File: config.mk
export PLATFORM = sky130hd
export DESIGN_NAME = par_tx_logic
export DESIGN_NICKNAME = d
export VERILOG_FILES = /design/src/rtl/par_tx_logic.sv
export SDC_FILE = /design/constraint.sdc
export NUM_CORES = 1
export LEC_CHECK = 0
export CAP_MARGIN = 25
export CORE_MARGIN = 4
export CORE_UTILIZATION = 50
export CTS_BUF_LIST = sky130_fd_sc_hd__clkbuf_8
export CTS_CLUSTER_SIZE = 28
export DETAILED_ROUTE_END_ITERATION = 12
export HOLD_SLACK_MARGIN = 0.08
export PLACE_DENSITY = 0.8
export SLEW_MARGIN = 20
export SYNTH_ARGS = -nofsm -noshare
export SYNTH_HDL_FRONTEND = slang
export SYNTH_SLANG_ARGS = --single-unit
File: constraint.sdc
create_clock -name clk -period 2.22 [get_ports clk]
set_input_delay 0.555 -clock clk [delete_from_list [all_inputs] [get_ports clk]]
set_output_delay 0.555 -clock clk [all_outputs]
set_load 0.005 [all_outputs]
File: src/rtl/par_tx_logic.sv
// Transmit side of the parallel inter-router link: pops a FWFT FIFO into a two-deep
// output/skid buffer and drives items with valid/busy. Optional counter: PAR_TX_STATS_EN.

`ifndef HDR_SZ
`define HDR_SZ 4
`endif
`ifndef PL_SZ
`define PL_SZ 16
`endif
`ifndef ADDR_SZ
`define ADDR_SZ 4
`endif

module par_tx_logic #(
    parameter int CNT_W = 16,
    localparam int W = `HDR_SZ + `PL_SZ + `ADDR_SZ
) (
    input  logic             clk,
    input  logic             rst,
    input  logic [W-1:0]     item_in,
    input  logic             empty,
    output logic             read,
    output logic [W-1:0]     item_out,
    output logic             valid,
    input  logic             busy,
    output logic             idle
`ifdef PAR_TX_STATS_EN
    ,
    output logic [CNT_W-1:0] sent_cnt
`endif
);

    // Handshake: an item crosses the link on every cycle where valid=1 and busy=0;
    // valid and item_out hold while busy=1. read pops the FIFO at the same edge.
    typedef enum logic [1:0] {
        EMPTY = 2'd0,
        ONE   = 2'd1,
        TWO   = 2'd2
    } state_t;

    state_t         state_q;
    logic [W-1:0]   out_q;
    logic [W-1:0]   skid_q;
    logic           valid_q;
    logic           xfer;

    // Read depends only on registered state, never on busy.
    assign read     = !rst && !empty && (state_q != TWO);
    assign xfer     = valid_q && !busy;
    assign item_out = out_q;
    assign valid    = valid_q;
    assign idle     = (state_q == EMPTY);

    always_ff @(posedge clk or posedge rst) begin
        if (rst) begin
            state_q <= EMPTY;
            out_q   <= '0;
            skid_q  <= '0;
            valid_q <= 1'b0;
        end else begin
            case (state_q)
                EMPTY: begin
                    if (read) begin
                        out_q   <= item_in;
                        valid_q <= 1'b1;
                        state_q <= ONE;
                    end
                end
                ONE: begin
                    if (read && xfer) begin
                        out_q <= item_in;
                    end else if (read) begin
                        skid_q  <= item_in;
                        state_q <= TWO;
                    end else if (xfer) begin
                        valid_q <= 1'b0;
                        state_q <= EMPTY;
                    end
                end
                TWO: begin
                    if (xfer) begin
                        out_q   <= skid_q;
                        skid_q  <= '0;
                        state_q <= ONE;
                    end
                end
                default: begin
                    state_q <= EMPTY;
                    valid_q <= 1'b0;
                end
            endcase
        end
    end

`ifdef PAR_TX_STATS_EN
    logic [CNT_W-1:0] cnt_q;
    logic [CNT_W-1:0] cnt_d;

    assign cnt_d    = xfer ? cnt_q + 1'b1 : cnt_q;
    assign sent_cnt = cnt_q;

    always_ff @(posedge clk or posedge rst) begin
        if (rst) cnt_q <= '0;
        else     cnt_q <= cnt_d;
    end
`else
    logic unused_cnt_w;
    assign unused_cnt_w = ^CNT_W;
`endif

endmodule
# Word-level counts from Yosys, hierarchy flattened
# Cells that the tools add are included.
[word_totals] regBits=51 input_bits=28 out_inout_bits=27 elab_cells=48
[classes] eq_ne=11 mux=18 bitwise=1 reduce_logical=14
[ops] operator="two-way mux 24 bit" n=5
[ops] operator="case mux 24 bit (3 select lines)" n=1
[ops] operator="case mux 24 bit (2 select lines)" n=1
[ops] operator="!= test 2 bit, second input constant" n=8
[ops] operator="AND reduction 4 bit" n=3
[ops] operator="two-way mux 2 bit" n=5
[ops] operator="case mux 2 bit (3 select lines)" n=1
[ops] operator="AND reduction 5 bit" n=1
[ops] operator="logical AND 1 bit" n=4
[ops] operator="two-way mux 1 bit" n=4
[ops] operator="logical NOT 1 bit" n=3
[ops] operator="!= test 3 bit, second input constant" n=1
[ops] operator="case mux 1 bit (3 select lines)" n=1
[ops] operator="nonzero test 3 bit" n=1
[ops] operator="equality test 2 x 1 -> 1 bit, second input constant" n=1
[ops] operator="equality test 2 bit, second input constant" n=1
[ops] operator="logical NOT 2 bit" n=1
[ops] operator="nonzero test 2 bit" n=1
[ops] operator="inverter 1 bit" n=1

# Depth between registers and ports, before layout
[depth] ltp_word=6 ltp_mapped=6 ltp_nobuf=4

# Worst setup path before layout
# Ideal clock, no wire load.
[synth_path] path_kind="reg2out" from="register state_q[0]" to="output port read" arrival_time_ns=1.132 required_time_ns=1.665 path_slack_ns=0.533 path_stages_with_launch=5 path_buffers=2 path_cell_list="dfrtp_1 > nand2b_1 > clkbuf_1 > clkbuf_1 > and2_1"
[synth_between] elab_chain_len=2
[synth_rtl] item="from (decl)" line_no="41" source="state_t state_q;"
[synth_rtl] item="from (signal assigned)" line_no="56" source="state_q <= EMPTY;"
[synth_rtl] item="from (signal assigned)" line_no="66" source="state_q <= ONE;"
[synth_rtl] item="from (signal assigned)" line_no="74" source="state_q <= TWO;"
[synth_rtl] item="!= test 2 bit" line_no="48" source="assign read = !rst && !empty && (state_q != TWO);"
[synth_rtl] item="logical AND 1 bit" line_no="48"
[synth_rtl] item="to (decl)" line_no="22" source="output logic read,"
# Every way passes these cells.

# Worst setup path after layout
[layout_path] from="input port rst" to="output port read"
[layout_between] elab_chain_len=3
[layout_rtl] item="from (decl)" line_no="19" source="input logic rst,"
[layout_rtl] item="logical NOT 1 bit (no source line)"
[layout_rtl] item="logical AND 1 bit (2 in series)" line_no="48"
# Every way passes these cells.

==> flow_summary.ini <==
[clock_network]
cts_tree = yes
path_clk_slew_ns = 0.09
cts_inserted_buffers = 5
clock_sinks = 51
htreeDepth = 2
insertion_delay_ns = 0.29
clockBufferDepth = 2
root_buffer = clkbuf_8
holdBufCountCts = 0

[route]
vias = 1703
drc_errors = 0
via_per_inst = 4.97
avgRoutedWirePerCell_um = 13.1
antenna_left = 0
drtIter0Drc = 86
drt_wl_total_um = 4500
first_pass_iters = 4

[global_routing]
grt_max_degree = 50
grt_pass1_wl_um = 8220
grt_usage_pct = 17.0
antenna_found_initial = 0
overflow = 0
grt_pass1_vias = 1850

[critical_path]
critical_path.max_stage_delay_ns = 0.50
r2r_end = skid_q[20]
reg2regPathDepth = 5
cp_top_family = buffers and inverters
crit_end = read
r2r_start = valid
path_max_fanout = 2
r2r_slack_ns = 0.68
cp.arrival_ns = 1.58
crit_path_start = rst
critPathLaunchType = primary input
worstPathRequired_ns = 1.66
cp_num_buf_inv = 2
slowest_stage = clkdlybuf4s50_1
endpoint_kind = output port
crit_type = in -> out
critical_path.cell_chain = dlygate4sd2_1 > nor2_2 > and2_1 > clkdlybuf4s50_1
cp.depth = 4

[die]
fp.dieH_um = 76.4
die_width_um = 76.4
num_io_pins = 55
dieArea_um2 = 5840
core_um2 = 4440
num_rows = 24
start_util_pct = 52.6

[placed_design]
hpwl_um = 3300
gp_congestion = 0.715
pre_cts_slack_ns = -0.111
dpl_cell_area_um2 = 2990
port_buffers = 54

[sta]
finalMaxSlewViolations = 0
timing.fmax_mhz = 468
setup_slack_ns = 0.0821
setup_tns_ns = 0
finalSetupViolCount = 0
finalCritPeriodShare_pct = 96.3
worst_pin_slew_ns = 0.478
rsz0062_at_grt = no
relSlewSlack_pct = 68.1
fin_worst_skew_ns = 0.00387
period_needed_ns = 2.14
hold_viol_final = 0

[synthesis]
synthAdderAreaFrac_pct = 0
netlist_area_um2 = 2340
avgSynthCellArea_um2 = 10.2
synth_xor_area_share_pct = 0
yosysSeqAreaShare_pct = 54.5
synthCells = 229
synth_compound_area_share_pct = 16.1
ys_warn_count = 0
synth_fp_nets = 257
synth-simple-area-share_pct = 10.9
synthMuxAreaShare_pct = 10.3
ys_seq_elements = 51
ys_types = 21
synth_top_family_by_area = compound AO/OA/AOI/OAI gates

[status]
status = finished clean

[pwr]
total_leakage_power_uw = 0.00160
vdd_ir_drop_max_mv = 0.691
power_density_nw_per_um2 = 1210

[final_layout]
fin_area_um2 = 3110
synthToLayoutAreaGrowth_pct = 32.9
fin_nets = 318
diodes = 0
drive_gt1_share_pct = 9.97

[worst_hold_path]
worst_hold_path_type = reg -> reg

[run]
cap_violations = 0
[cells in the final DEF (no fill, tap or decap)]
cell type	instances
and2b_1	1
inv_2	1
buf_4	10
nor2_1	2
o21ai_0	7
bufinv_16	1
and2_1	1
dfrtp_1	50
nand2b_2	1
nor3b_1	1
nor2b_1	1
and4bb_4	1
clkdlybuf4s50_1	52
nor2_2	1
dfrtp_2	1
dlygate4sd2_1	2
a31oi_4	1
o21a_1	24
clkbuf_8	6
nand2_1	49
o21ai_1	20
a221oi_4	1
inv_1	25
nor3_2	1
mux2i_1	24
buf_12	3
clkinv_2	1
a21oi_1	3
[flip-flops by register name, summed over array words and instances (netlist names)]
signal    flops
valid         1
state_q       2
item_out     24
skid_q       24
[synthesized netlist by cell type]
cell type   n  area, um^2
a21oi_1     3        15.0
buf_2       5        25.0
a221oi_4    1        26.3
o21ai_0     7        35.0
nand2b_1    1        6.26
dfrtp_1    51        1280
nor3b_1     1        7.51
clkbuf_1    3        11.3
a31oi_4     1        21.3
nor2_1      3        11.3
and4bb_4    1        16.3
and2b_1     1        7.51
mux2i_1    24         240
nor2b_1     1        6.26
and2_1      1        6.26
o21ai_1    20         100
inv_1      26        97.6
nand2_1    49         184
nor3_2      1        10.0
buf_6       5        56.3
o21a_1     24         180
[stage by stage]
stage / hold slack (ns) / std cells / utilization (%) / total power (uW)
after detailed placement: 0.475 / 335 / 67.3 / 3150
after floorplan: 0.473 / 229 / - / 2430
after global routing: 0.523 / 343 / 70.0 / 4070
final: 0.490 / 343 / 70.0 / 3760
after global placement: 0.468 / 335 / 67.3 / 3080
after CTS: 0.496 / 343 / 69.9 / 3810
[logic make-up after synthesis]
kind of cell / count (synthesis)
buf+inv: 39
simple gates: 59
compound gates: 56
flops: 51
mux: 24
[final cells by class]
class / count / area, um^2
Fill cell: 361 / 1340
Sequential cell: 51 / 1280
Multi-Input combinational cell: 139 / 878
Timing Repair Buffer: 67 / 673
Inverter: 26 / 97.6
Clock buffer: 6 / 82.6
Tap cell: 52 / 65.1
Clock inverter: 2 / 35.0
[report_power, final]
group | switching, uW | internal (uW) | total, uW
sequential | 201 | 1370 | 1580
combinational | 695 | 841 | 1540
clock | 288 | 365 | 653
[per-layer routing]
layer	track usage (%)	vias up	part of all wire, %
li1	-	867	-
met1	20.2	788	43
met2	30.8	42	52
met3	4.49	6	4.5
met4	3.44	0	0.76
met5	0	-	0
[worst min-delay path: stages, from the launching register on]
cell	delay, ns
dfrtp_1	0.35
nand2_1	0.05
o21ai_1	0.06
[worst min path at each step]
stage | startpoint | to | slack (ns) | depth (start not counted)
3_3_place_gp | item_out[16] | item_out[16] | 0.47 | 2
6_report | item_out[12] | item_out[12] | 0.49 | 2
4_1_cts | item_out[12] | item_out[12] | 0.50 | 2
3_5_place_dp | item_out[12] | item_out[12] | 0.48 | 2
2_1_floorplan | item_out[16] | item_out[16] | 0.47 | 2
5_1_grt | item_out[19] | item_out[19] | 0.52 | 2
[timing repair]
item / CTS / global route
pin swaps: 1 / 0
gates resized for setup: 3 / 1
setup buffers: 0 / 0
endpoints found under the setup margin: 1 / 1
(Power assumes the default switching activity.)
